--- src/rtl/spi_mpu_bridge.sv ---
// SPI-slave (mode 0) to 16-bit MPU bus bridge: CMD / ADDR_HI / ADDR_LO header,
// then a stream of byte-lane writes or prefetched reads with optional auto-increment.
module spi_mpu_bridge #(
  parameter int ADDR_WIDTH   = 16,
  parameter int DATA_WIDTH   = 16,
  parameter int SYNC_STAGES  = 2,
  parameter int READ_LATENCY = 1
) (
  input  logic                  clk,
  input  logic                  _reset,
  input  logic                  spi_sck,
  input  logic                  _spi_ss,
  input  logic                  spi_mosi,
  output logic                  spi_miso,
  output logic                  bus_en,
  output logic                  bus_rd,
  output logic                  bus_wr,
  output logic [1:0]            bus_be,
  output logic [ADDR_WIDTH-1:0] bus_addr,
  output logic [DATA_WIDTH-1:0] bus_data_out,
  input  logic [DATA_WIDTH-1:0] bus_data_in
);
  typedef enum logic [2:0] {IDLE, CMD, ADDR_HI, ADDR_LO, DATA} state_t;

  typedef struct packed {
    logic                  en;
    logic                  rd;
    logic                  wr;
    logic [1:0]            be;
    logic [ADDR_WIDTH-1:0] addr;
    logic [DATA_WIDTH-1:0] data;
  } bus_req_t;

  logic [SYNC_STAGES-1:0] sck_sync, ss_sync, mosi_sync;
  logic sck_d, ss_d;
  logic sck_s, ss_s, mosi_s;
  logic sck_rise, sck_fall, ss_fall, ss_rise;

  logic [7:0] rx;
  logic [2:0] bitcnt;
  logic       byte_done;

  state_t     state;
  bus_req_t   breq;
  logic       is_wr, auto_inc, byte_sel, inc_pend;
  logic [7:0] addr_hi;
  logic [7:0] tx;
  logic [READ_LATENCY:1] rd_vld, rd_lane;

  assign sck_s  = sck_sync[SYNC_STAGES-1];
  assign ss_s   = ss_sync[SYNC_STAGES-1];
  assign mosi_s = mosi_sync[SYNC_STAGES-1];

  assign sck_rise = sck_s & ~sck_d;
  assign sck_fall = ~sck_s & sck_d;
  assign ss_fall  = ~ss_s & ss_d;
  assign ss_rise  = ss_s & ~ss_d;

  assign spi_miso     = tx[7];
  assign bus_en       = breq.en;
  assign bus_rd       = breq.rd;
  assign bus_wr       = breq.wr;
  assign bus_be       = breq.be;
  assign bus_addr     = breq.addr;
  assign bus_data_out = breq.data;

  // ss resets high so leaving reset never looks like a frame start
  always_ff @(posedge clk or negedge _reset) begin
    if (!_reset) begin
      sck_sync  <= '0;
      ss_sync   <= '1;
      mosi_sync <= '0;
      sck_d     <= 1'b0;
      ss_d      <= 1'b1;
    end else begin
      sck_sync[0]  <= spi_sck;
      ss_sync[0]   <= _spi_ss;
      mosi_sync[0] <= spi_mosi;
      for (int i = 1; i < SYNC_STAGES; i++) begin
        sck_sync[i]  <= sck_sync[i-1];
        ss_sync[i]   <= ss_sync[i-1];
        mosi_sync[i] <= mosi_sync[i-1];
      end
      sck_d <= sck_s;
      ss_d  <= ss_s;
    end
  end

  always_ff @(posedge clk or negedge _reset) begin
    if (!_reset) begin
      rx        <= '0;
      bitcnt    <= '0;
      byte_done <= 1'b0;
    end else begin
      byte_done <= 1'b0;
      if (ss_s) begin
        bitcnt <= '0;
      end else if (sck_rise) begin
        rx        <= {rx[6:0], mosi_s};
        bitcnt    <= bitcnt + 3'd1;
        byte_done <= (bitcnt == 3'd7);
      end
    end
  end

  always_ff @(posedge clk or negedge _reset) begin
    if (!_reset) begin
      state    <= IDLE;
      breq     <= '0;
      is_wr    <= 1'b0;
      auto_inc <= 1'b0;
      byte_sel <= 1'b0;
      inc_pend <= 1'b0;
      addr_hi  <= '0;
      tx       <= '0;
      rd_vld   <= '0;
      rd_lane  <= '0;
    end else begin
      breq.en <= 1'b0;
      breq.rd <= 1'b0;
      breq.wr <= 1'b0;

      rd_vld[1]  <= breq.rd;
      rd_lane[1] <= breq.be[1];
      for (int i = 2; i <= READ_LATENCY; i++) begin
        rd_vld[i]  <= rd_vld[i-1];
        rd_lane[i] <= rd_lane[i-1];
      end

      // write-side advance waits until the strobe cycle has shown the old address
      if (inc_pend) begin
        breq.addr <= breq.addr + ADDR_WIDTH'(1);
        inc_pend  <= 1'b0;
      end

      if (state != IDLE && ss_rise) begin
        state    <= IDLE;
        byte_sel <= 1'b0;
        rd_vld   <= '0;
      end else begin
        case (state)
          IDLE:
            if (ss_fall) state <= CMD;
          CMD:
            if (byte_done) begin
              is_wr    <= rx[7];
              auto_inc <= rx[6];
              state    <= ADDR_HI;
            end
          ADDR_HI:
            if (byte_done) begin
              addr_hi <= rx;
              state   <= ADDR_LO;
            end
          ADDR_LO:
            if (byte_done) begin
              breq.addr <= ADDR_WIDTH'({addr_hi, rx});
              byte_sel  <= 1'b0;
              state     <= DATA;
              if (!is_wr) begin
                breq.en <= 1'b1;
                breq.rd <= 1'b1;
                breq.be <= 2'b01;
              end
            end
          DATA:
            if (byte_done) begin
              byte_sel <= ~byte_sel;
              if (is_wr) begin
                breq.en   <= 1'b1;
                breq.wr   <= 1'b1;
                breq.be   <= byte_sel ? 2'b10 : 2'b01;
                breq.data <= DATA_WIDTH'({rx, rx});
                inc_pend  <= byte_sel & auto_inc;
              end else begin
                // prefetch for the next lane, so address/lane advance now
                breq.en <= 1'b1;
                breq.rd <= 1'b1;
                breq.be <= byte_sel ? 2'b01 : 2'b10;
                if (byte_sel && auto_inc) breq.addr <= breq.addr + ADDR_WIDTH'(1);
              end
            end
          default:
            state <= IDLE;
        endcase
      end

      // no shift on the byte-boundary fall, so a fresh load keeps its MSB
      if (state == DATA && !is_wr) begin
        if (rd_vld[READ_LATENCY])
          tx <= rd_lane[READ_LATENCY] ? bus_data_in[15:8] : bus_data_in[7:0];
        else if (sck_fall && bitcnt != 3'd0)
          tx <= {tx[6:0], 1'b0};
      end else begin
        tx <= '0;
      end
    end
  end
endmodule

--- config.mk ---
export PLATFORM = sky130hd
export DESIGN_NAME = spi_mpu_bridge
export DESIGN_NICKNAME = d
export VERILOG_FILES = /design/src/rtl/spi_mpu_bridge.sv
export SDC_FILE = /design/constraint.sdc
export NUM_CORES = 1
export LEC_CHECK = 0
export CORE_MARGIN = 2
export CORE_UTILIZATION = 49
export CTS_CLUSTER_DIAMETER = 40
export DETAILED_ROUTE_END_ITERATION = 8
export PLACE_DENSITY = 0.76
export SETUP_SLACK_MARGIN = 0.3
export SLEW_MARGIN = 5
export SYNTH_ARGS = -nofsm -noshare
export SYNTH_HDL_FRONTEND = slang
export SYNTH_SLANG_ARGS = --single-unit
--- constraint.sdc ---
create_clock -name clk -period 1.8 [get_ports clk]
set_input_delay 0.36 -clock clk [delete_from_list [all_inputs] [get_ports clk]]
set_output_delay 0.36 -clock clk [all_outputs]
set_load 0.005 [all_outputs]
After elaboration in Yosys (flattened, before gate mapping)

Index checks and enable logic that the tools add are counted.

Memory bits (writable): 0
Logic and storage cells: 111
Bits in read-only memories: 0
Bits in registers: 82
Bits in latches: 0
Memories: 0
Input bits: 21

Reduce and logical (&&, ||, !) cells: 18
Divide/modulo/power cells: 0
$lt $le $gt $ge: 0
Mux-type cells: 42
Shift-type cells: 0
Equal/unequal tests: 15
$mul: 0
Bitwise logic cells: 11
Add/subtract/negate cells: 2

Operators by type and width:

| cell                                           | number |
|---|---|
| two-way mux 16 bit                             | 5 |
| two-way mux 37 bit                             | 2 |
| one-hot mux 18 bit (2 select lines)            | 1 |
| two-way mux 8 bit                              | 4 |
| two-way mux 3 bit                              | 7 |
| two-way mux 18 bit                             | 1 |
| adder 16 x 1 -> 16 bit (second input constant) | 1 |
| != test 3 bit (second input constant)          | 5 |
| one-hot mux 3 bit (5 select lines)             | 1 |
| two-way mux 1 bit                              | 13 |
| two-way mux 2 bit                              | 6 |
| AND reduction 5 bit                            | 2 |
| AND reduction 3 bit                            | 3 |
| nonzero test 3 bit                             | 3 |
| != test 2 bit (second input constant)          | 4 |
| == test 3 x 2 -> 1 bit (second input constant) | 2 |
| == test 3 bit (second input constant)          | 2 |
| NOT 1 bit                                      | 6 |
| bitwise AND 1 bit                              | 5 |
| logical AND 1 bit                              | 4 |
| one-hot mux 2 bit (2 select lines)             | 1 |
| AND reduction 4 bit                            | 1 |
| nonzero test 2 bit                             | 2 |
| adder 3 x 1 -> 3 bit (second input constant)   | 1 |
| 6 further kinds                                | 6 |

Logic depth before layout (Yosys ltp)

Gate-level depths: netlist (run 1).

Depth after elaboration: 7
Mapped depth: 7
Mapped depth without buffers: 7

Least setup slack after synthesis (run 1)

Ideal clock, no wire load.

Path type: register to register
Start: reg ss_d
End: reg addr_hi[0]
Required time: 1.675 ns
Cell stages (with the launch flop): 6
Clock period less this slack: 1.876 ns
Library setup time: 0.125 ns
Path slack: -0.076 ns
Arrival time: 1.752 ns
Path through: dfstp_2 -> nor2b_1 -> buf_6 -> or3_4 -> nor3b_4 -> mux2_2

Longest elaborated chain between the ends: 5

RTL lines:

| what                                 | line | text |
|---|---|---|
| from (decl)                          | 35   | `logic sck_d, ss_d;` |
| from (signal assigned)               | 85   | `ss_d <= ss_s;` |
| NOT 1 bit                            | 57   | `assign ss_rise = ss_s & ~ss_d;` |
| bitwise AND 1 bit                    | 57   |  |
| logical AND 1 bit                    | 136  | `if (state != IDLE && ss_rise) begin` |
| NOT 1 bit (no source line)           | -    |  |
| AND reduction 3 bit (no source line) | -    |  |
| to (signal assigned)                 | 152  | `addr_hi <= rx;` |
| to (decl)                            | 46   | `logic [7:0] addr_hi;` |

No other way between the ends.
A chain may end at the register's enable or synchronous reset.

Final worst setup path (run 1)

Start: reg ss_d
End: reg breq, in the netlist bus_addr[9]

Longest elaborated chain between the ends: 4

RTL lines:

| what               | line | text |
|---|---|---|
| NOT 1 bit          | 57   |  |
| bitwise AND 1 bit  | 57   |  |
| logical AND 1 bit  | 136  |  |
| two-way mux 37 bit | 136  |  |
| to (decl)          | 44   | `bus_req_t breq;` |

No other way between the ends.

==> flow_summary.ini, run 1 <==
[synthesis]
synthAdderAreaFrac_pct = 1.281
synth_xor_area_share_pct = 5.155
yosysSeqAreaShare_pct = 47.49
synth_simple_gate_area_share_pct = 17.16
netlist_area_mm2 = 0.003907
synthDistinctLibCells = 60
ys_ff_latch = 74
synth-main-ff-cell = dfrtp_1
synth.area.mux_share_pct = 10.60
yosys_warnings = 0
synth_cells = 375
synth_area_per_cell_um2 = 10.42
synth_fp_nets = 400
synth_edf_count = 0
synth_compound_area_share_pct = 12.97
synth_top_family_by_area = simple AND/OR/NAND/NOR gates
synthArstFlopShare_pct = 100.0

[routing]
route.vias.total = 3784
wl_per_cell_um = 20.98
met3_length_um = 1066
wl_met1_um = 4905
wirelength_um = 13130
drt_iter0_drc = 357
dr_wl_met2_um = 6476
ant_nets = 0
vias_per_cell = 6.045
first_pass_iters = 6
drc = 0
highest_layer = met4

[power]
pwr-share-seq_pct = 49.4
p_int_mw = 2.957
ir_drop_mv = 0.8128
power_frac_comb_pct = 6.5
power_mw = 3.912
power_frac_clock_pct = 44.1
power_switching_mw = 0.9556
swShare_pct = 24.43
leakagePower_nw = 2.744
powerDensity_mw_per_mm2 = 643.1

[sta]
fin_skew_ps = 13.50
tightestPinTransition_ps = 437.4
timing.final.crit_period_ps = 1898
hold-worst-slack_ps = 351.5
setup_ws_ps = -97.85
fin_crit_sh_pct = 105.4
clock.fmax_ghz = 0.5269
slew_headroom_pct = 70.53
setup_violations = 14
maxSlewViolCount = 0
rsz0062_at_grt = yes
timing_hold_violations_final = 0

[critical_path]
cp.required_ps = 2080
arrival_ps = 2170
cpPeakStageDelay_ps = 540
endpoint_kind = register
cp_max_fo = 4
r2r_end = bus_addr[9]
r2r_start = ss_d
reg2reg_depth = 7
critPathMostFrequentCell = buf_4
path_class = reg -> reg
crit_slowest_cell = dfstp_2
startpoint_type = register
crit_chain = nor2b_2 -> buf_4 -> buf_4 -> nor2_1 -> o21ai_0 -> a21o_1 -> o221ai_2
reg2reg_slack_ps = -100

[global_route]
grt_pass1_wl_um = 18650
grt_max_degree = 35
antenna_found_initial = 0
globalRoute.totalOverflow = 0
grt_pass1_vias = 3645
track_usage_pct = 27.93

[die]
coreArea_mm2 = 0.007727
start_util_pct = 50.57
die-height_um = 93.30
rows = 32
die-area_mm2 = 0.008705
ios = 59
die_w_um = 93.30

[outcome]
status = finished with violations
violations = setup timing

[job]
drv_cap = 0

[clock_network]
clkLatencyLatePin_ps = 360
ctsRootBufferMaster = clkbuf_8
cts.path.max_buffers = 2
h-tree-depth = 3
clock_sinks = 74
cts_buffers = 9
clk_pin_slew_ps = 90
cts_tree = yes

[finish]
drive_above_1_share_pct = 42.56
final_common_cell = buf_4
diodes = 0
final_net_count = 544
layout_common_cells = 67 x buf_4, 66 x dfrtp_1, 35 x nand2_1, 26 x buf_6, 23 x dlygate4sd2_1
area_delta_synth_final_pct = 55.68

[place]
gp_congestion = 0.9652
place_hpwl_um = 6820
port_buffers = 58

[min_path]
hold_depth = 0
hold_start = sck_sync[0]
hold_path_class = reg -> reg
worstHoldEndpoint = sck_sync[1]
## Yosys cell counts, types with 2 or more instances
cell / instances / area share (%)
dfrtp_1: 71 / 45
nand2_1: 42 / 4.0
o21ai_0: 37 / 4.7
mux2_2: 27 / 7.8
nor2_1: 14 / 1.3
xnor2_1: 13 / 2.9
inv_1: 11 / 1.1
mux2i_1: 11 / 2.8
a21oi_1: 10 / 1.3
xor2_1: 10 / 2.2
buf_4: 9 / 1.7
nand3_1: 9 / 1.2
nor3_1: 9 / 1.2
clkbuf_1: 7 / 0.67
nor2b_1: 6 / 0.96
and3_1: 5 / 0.80
nand2b_1: 5 / 0.80
nand4_1: 5 / 0.80
o221ai_1: 5 / 1.1
ha_1: 4 / 1.3
nor3b_1: 4 / 0.77
a2bb2oi_1: 3 / 0.67
and4_1: 3 / 0.67
buf_2: 3 / 0.38
dfstp_2: 3 / 2.0
nand4b_1: 3 / 0.67
o211ai_1: 3 / 0.58
a211oi_1: 2 / 0.38
a21o_1: 2 / 0.38
a221o_1: 2 / 0.51
a31oi_1: 2 / 0.32
and3_2: 2 / 0.38
buf_6: 2 / 0.58
clkbuf_8: 2 / 0.70
nor4_1: 2 / 0.32
o21bai_1: 2 / 0.38
o22ai_1: 2 / 0.32
## cells by family (layout without fill, tap and decap cells)
| group | after synthesis | count (layout) |
|---|---|---|
| AO/OA/AOI/OAI | 80 | 80 |
| XOR/XNOR | 23 | 23 |
| adder cells (fa/ha/maj) | 4 | 4 |
| buffers and inverters | 36 | 184 |
| flip-flops | 74 | 74 |
| multiplexers | 38 | 38 |
| AND/OR/NAND/NOR | 120 | 121 |
## power by group through the flow
stage               registers, mW  clock network, mW  logic (mW)
global placement             1.93                  0       0.215
CTS                          1.91               1.72       0.247
floorplan                    1.85                  0       0.123
global route                 1.93               1.80       0.276
finish                       1.93               1.73       0.254
detailed placement           1.94                  0       0.223
## sequential cells by signal, summed over array words and instances (netlist names), 2 cells and up
name	count
addr_hi	8
bitcnt	3
bus_addr	16
bus_be	2
bus_data_out	8
mosi_sync	2
rx	8
sck_sync	2
ss_sync	2
state	3
tx	8
## repair_timing
action | in CTS | in global routing
setup buffers | 49 | 7
pin swaps | 28 | 18
hold buffers | 1 | 0
endpoints found under the setup margin | 84 | 61
resized for setup | 114 | 68
cloned | 3 | 1
endpoints found under the hold margin | 20 | 0
## through the flow
stage	cell area (µm²)	setup slack, ps	setup TNS [ps]	utilization (%)	std cells
after global routing	6083	-200.8	-1536	78.72	626
after detailed placement	4853	22.45	0	62.81	549
after CTS	5773	29.27	0	74.71	618
after global placement	4853	57.38	0	62.81	549
after floorplan	4025	-75.93	-760.5	-	375
final	6083	-97.85	-566.8	78.72	626
## critical path: cells and delay by family (launching register included)
kind	cells	cell delay (ps)
AND/OR/NAND/NOR	2	370
flip-flops	1	540
buffers and inverters	2	320
AO/OA/AOI/OAI	3	600
## how the worst max path moves through the flow
| stage | from | end | cells past startpoint |
|---|---|---|---|
| 5_1_grt | ss_d | bus_addr[9] | 7 |
| 6_report | ss_d | bus_addr[9] | 7 |
| 3_3_place_gp | ss_d | addr_hi[0] | 5 |
| 2_1_floorplan | ss_d | addr_hi[0] | 5 |
| 4_1_cts | ss_d | addr_hi[4] | 5 |
| 3_5_place_dp | ss_d | addr_hi[2] | 5 |
## routing by layer
metal	track usage, %	vias to the layer above
li1	-	1633
met1	34.14	1825
met2	46.04	241
met3	7.172	85
met4	13.36	0
met5	0	-
## final cells by class
type / instances / area [µm²]
multi-input combinational: 266 / 2307
fill: 461 / 1644
tap: 102 / 127.6
sequential: 74 / 1862
clock buffer: 9 / 123.9
clock inverter: 7 / 141.4
inverter: 11 / 41.29
timing repair buffer: 157 / 1480
Note: power is estimated with default switching activity, not from simulation.
==> run 2: changes to the inputs <==
--- a/config.mk
+++ b/config.mk
@@ -5,11 +5,12 @@
 export SDC_FILE = /design/constraint.sdc
 export NUM_CORES = 1
 export LEC_CHECK = 0
-export CORE_MARGIN = 2
-export CORE_UTILIZATION = 49
-export CTS_CLUSTER_DIAMETER = 40
+export CELL_PAD_IN_SITES_DETAIL_PLACEMENT = 0
+export CELL_PAD_IN_SITES_GLOBAL_PLACEMENT = 1
+export CORE_UTILIZATION = 38
+export CTS_CLUSTER_DIAMETER = 200
 export DETAILED_ROUTE_END_ITERATION = 8
-export PLACE_DENSITY = 0.76
+export PLACE_DENSITY_LB_ADDON = 0.1
 export SETUP_SLACK_MARGIN = 0.3
 export SLEW_MARGIN = 5
 export SYNTH_ARGS = -nofsm -noshare
==> flow_summary.ini, run 2 (synthesized netlist as in run 1, its figures left out) <==
[power]
leakagePower_nw = 2.768
power_mw = 3.712
pwr-share-seq_pct = 51.0
power_frac_clock_pct = 42.0
power_frac_comb_pct = 7.0
swShare_pct = 24.10
p_int_mw = 2.818
powerDensity_mw_per_mm2 = 613.2
power_switching_mw = 0.8945
ir_drop_mv = 0.4219

[critical_path]
cp.required_ps = 2040
cp_max_fo = 4
endpoint_kind = register
startpoint_type = register
path_class = reg -> reg
arrival_ps = 2030

[global_route]
track_usage_pct = 22.18
globalRoute.totalOverflow = 0
grt_pass1_wl_um = 17530
grt_pass1_vias = 3343
grt_max_degree = 29
antenna_found_initial = 0

[clock_network]
h-tree-depth = 3
ctsRootBufferMaster = clkbuf_8
cts_buffers = 9
clock_sinks = 74
cts.path.max_buffers = 2
clk_pin_slew_ps = 80
cts_tree = yes
clkLatencyLatePin_ps = 360

[die]
die-area_mm2 = 0.01069
die_w_um = 103.4
rows = 36
die-height_um = 103.4
ios = 59
start_util_pct = 39.61
coreArea_mm2 = 0.009864

[job]
drv_cap = 0

[place]
gp_congestion = 0.7948
port_buffers = 58
post-place-ws_ps = 5.376
dp_cells = 592
place_hpwl_um = 7384

[routing]
first_pass_iters = 4
route.vias.total = 3444
drc = 0
wl_per_cell_um = 16.82
wirelength_um = 11130
drt_iter0_drc = 147
vias_per_cell = 5.202
ant_nets = 0

[min_path]
hold_path_class = reg -> reg

[sta]
clock.fmax_ghz = 0.5611
rsz0062_at_grt = yes
timing_hold_violations_final = 0
slew_headroom_pct = 69.55
fin_skew_ps = 9.084
setup_ws_ps = 17.84
fin_crit_sh_pct = 99.01
fin_setup_tns_ps = 0
maxSlewViolCount = 0
setup_violations = 0
hold-worst-slack_ps = 351.0
tightestPinTransition_ps = 453.3
timing.final.crit_period_ps = 1782

[finish]
register_area_mm2 = 0.001861
layout.cells.non_filler = 662
area_delta_synth_final_pct = 54.92
nFillCells = 811
largest_reg_flops = 16
final_common_cell = buf_4
final_net_count = 549
diodes = 0
multiInputGateArea_mm2 = 0.002268
layout_common_cells = 72 x buf_4, 67 x dfrtp_1, 32 x nand2_1, 30 x buf_6, 22 x dlygate4sd2_1
drive_above_1_share_pct = 44.05

[outcome]
status = finished, final reports clean
[run 2: worst max-delay path, cell delays in order, from the launching register on]
cell,delay (ps)
dfrtp_1,380
buf_4,120
nand4_1,220
a211oi_2,350
and3_2,240
o221ai_1,120
a22o_1,240
[run 2: layout make-up]
| type | instances | area share (%) |
|---|---|---|
| inverters | 11 | 0.6821 |
| repair buffers | 162 | 24.51 |
| multi-input cells | 266 | 37.47 |
| well taps | 133 | 2.749 |
| clock inverters | 6 | 1.736 |
| clock buffers | 10 | 2.108 |
| flip-flops and latches | 74 | 30.74 |
[run 2: metrics by stage]
step                      util [%]  instance area [µm²]
after global placement       50.76                 5007
after CTS                    57.91                 5713
after global routing         61.36                 6053
final                        61.36                 6053
after detailed placement     50.76                 5007
after floorplan                  -                 4025
[run 2: routing by layer]
metal / vias to the layer above / global-route usage [%] / part of all wire, %
met2: 85 / 34.39 / 46
met1: 1710 / 31.88 / 48
met5: - / 0 / 0
met3: 17 / 2.823 / 4.8
met4: 0 / 8.017 / 2.0
li1: 1632 / - / -
[run 2: timing repair]
item                       4_1_cts  5_1_grt
buffers inserted                44        8
pin swaps                       16       14
resized for setup              104       84
setup endpoints to repair       87       63
cloned                           1        0
hold endpoints to repair        20        0
hold buffers                     1        0
[run 2: worst paths after layout]
| path | from | to | slack (ps) | depth (start not counted) |
|---|---|---|---|---|
| max | bus_addr[0] | bus_addr[15] | 20 | 6 |
| min | mosi_sync[0] | mosi_sync[1] | 350 | 0 |
| max reg2reg | bus_addr[0] | bus_addr[15] | 20 | 6 |
| min reg2reg | mosi_sync[0] | mosi_sync[1] | 350 | 0 |
| max in group asynchronous | _reset | ss_sync[0] | 820 | 3 |
| min in group asynchronous | _reset | tx[3] | 450 | 2 |
[run 2: power by group through the flow]
| stage | clock [mW] | sequential, mW | combinational [mW] |
|---|---|---|---|
| floorplan | 0 | 1.85 | 0.123 |
| global placement | 0 | 1.92 | 0.228 |
| detailed placement | 0 | 1.92 | 0.233 |
| CTS | 1.57 | 1.89 | 0.259 |
| global route | 1.65 | 1.91 | 0.284 |
| finish | 1.56 | 1.89 | 0.260 |
==> run 3: changes to the inputs <==
--- a/config.mk
+++ b/config.mk
@@ -5,11 +5,13 @@
 export SDC_FILE = /design/constraint.sdc
 export NUM_CORES = 1
 export LEC_CHECK = 0
+export ABC_AREA = 0
 export CELL_PAD_IN_SITES_DETAIL_PLACEMENT = 0
 export CELL_PAD_IN_SITES_GLOBAL_PLACEMENT = 1
 export CORE_UTILIZATION = 38
 export CTS_CLUSTER_DIAMETER = 200
 export DETAILED_ROUTE_END_ITERATION = 8
+export GPL_TIMING_DRIVEN = 0
 export PLACE_DENSITY_LB_ADDON = 0.1
 export SETUP_SLACK_MARGIN = 0.3
 export SLEW_MARGIN = 5
==> flow_summary.ini, run 3 (synthesized netlist as in run 1, its figures left out) <==
[routing]
route.vias.total = 3386
drt_iter0_drc = 134
wirelength_um = 10760
wl_per_cell_um = 16.33
drc = 0
vias_per_cell = 5.138
ant_nets = 0
first_pass_iters = 7

[min_path]
hold_start = mosi_sync[0]
hold_depth = 0
hold_path_class = reg -> reg
worstHoldEndpoint = mosi_sync[1]

[place]
placed_cell_area_mm2 = 0.004797
place_hpwl_um = 6715
port_buffers = 58
gp_congestion = 0.8114

[clock_network]
clock_sinks = 74
cts.path.max_buffers = 2
cts_buffers = 9
clkLatencyLatePin_ps = 360
cts_tree = yes
ctsRootBufferMaster = clkbuf_8
h-tree-depth = 3
clk_pin_slew_ps = 90

[die]
ios = 59
die_w_um = 103.4
rows = 36
die-height_um = 103.4
die-area_mm2 = 0.01069
start_util_pct = 39.61
coreArea_mm2 = 0.009864

[sta]
timing.final.crit_period_ps = 1922
rsz0062_at_grt = yes
setup_violations = 24
maxSlewViolCount = 0
hold-worst-slack_ps = 354.9
slew_headroom_pct = 59.95
clock.fmax_ghz = 0.5204
tightestPinTransition_ps = 600.8
fin_crit_sh_pct = 106.8
setup_ws_ps = -121.6
timing_hold_violations_final = 0
fin_skew_ps = 11.27

[critical_path]
r2r_end = addr_hi[2]
r2r_start = ss_d
cp_max_fo = 9
cp.required_ps = 2050
arrival_ps = 2170
startpoint_type = register
path_class = reg -> reg
reg2reg_depth = 6
endpoint_kind = register
reg2reg_slack_ps = -120

[finish]
layout_common_cells = 61 x dfrtp_1, 50 x buf_4, 40 x buf_6, 32 x nand2_1, 23 x dlygate4sd2_1
final_net_count = 546
drive_above_1_share_pct = 44.11
area_delta_synth_final_pct = 54.15
final_common_cell = dfrtp_1
diodes = 0
largest_reg_flops = 16
fin_area_mm2 = 0.006023

[global_route]
grt_pass1_wl_um = 17140
grt_pass1_vias = 3370
grt_max_degree = 51
track_usage_pct = 21.50
globalRoute.totalOverflow = 0
antenna_found_initial = 0

[power]
powerDensity_mw_per_mm2 = 555.0
ir_drop_mv = 0.3686
power_mw = 3.343
leakagePower_nw = 2.769

[outcome]
violations = setup timing
status = finished with violations

[job]
drv_cap = 0
## run 3: cell count changes in the layout (fill, tap and decap cells not counted), sizes merged
cell           previous run  this run
and3                      8         7
buf                     108        99
bufinv                    3         0
clkbuf                   12        21
clkdlybuf4s15             9         3
clkinv                    3         1
clkinvlp                  0         4
dlygate4sd2              22        23
dlymetal6s2s              1         4
inv                      11        12
## run 3: repair_timing
item                                   CTS  global route
setup buffers                           67             7
cloned                                   1             0
pin swaps                               24            14
resized for setup                      136            57
endpoints found under the hold margin   21             0
setup endpoints to repair               98            74
hold buffers                             1             0
## run 3: final cells by class
cell class | instances | area (µm²)
clock buffers | 10 | 127.6
repair buffers | 135 | 1324
multi-input cells | 265 | 2203
fillers | 801 | 3841
clock inverters | 6 | 48.80
flip-flops and latches | 74 | 1868
plain buffers | 25 | 240.2
inverters | 11 | 45.04
well taps | 133 | 166.4
## run 3: metrics by stage
stage	cells	setup slack (ps)	utilization (%)	TNS, ps
6_report	659	-121.6	61.06	-1408
5_1_grt	659	-134.0	61.06	-2663
4_1_cts	652	-110.1	58.64	-1787
3_5_place_dp	567	-459.5	48.63	-7703
3_3_place_gp	566	-2361	48.38	-179390
2_1_floorplan	375	-75.93	-	-760.5
## run 3: how the worst max path moves through the flow
stage / start / to / cells past startpoint
final: ss_d / addr_hi[2] / 6
after global routing: ss_d / addr_hi[4] / 6
after CTS: ss_d / addr_hi[1] / 6
after detailed placement: state[0] / bus_addr[4] / 6
after global placement: _reset / bus_data_out[11] / 1
after floorplan: ss_d / addr_hi[0] / 5
## run 3: worst max-delay path, stage by stage (launching register included)
cell and delay, ps:
dfstp_2 540, nor2b_2 40, buf_6 120, or3_4 360, nor3b_4 230, buf_12 170
mux2_2 330
## run 3: where the power goes
part / leakage [nW] / switching [mW] / internal (mW)
logic: 1.71 / 0.110 / 0.156
clock network: 0.0795 / 0.680 / 0.512
registers: 0.980 / 0.135 / 1.75
## run 3: routing by layer
layer / vias up / routed length, µm / share of wire, % / global-route usage (%)
met2: 86 / 4972 / 46 / 33.88
met3: 17 / 498 / 4.6 / 4.032
met4: 0 / 176 / 1.6 / 7.909
met1: 1655 / 5112 / 48 / 29.49
met5: - / 0 / 0 / 0
li1: 1628 / - / - / -
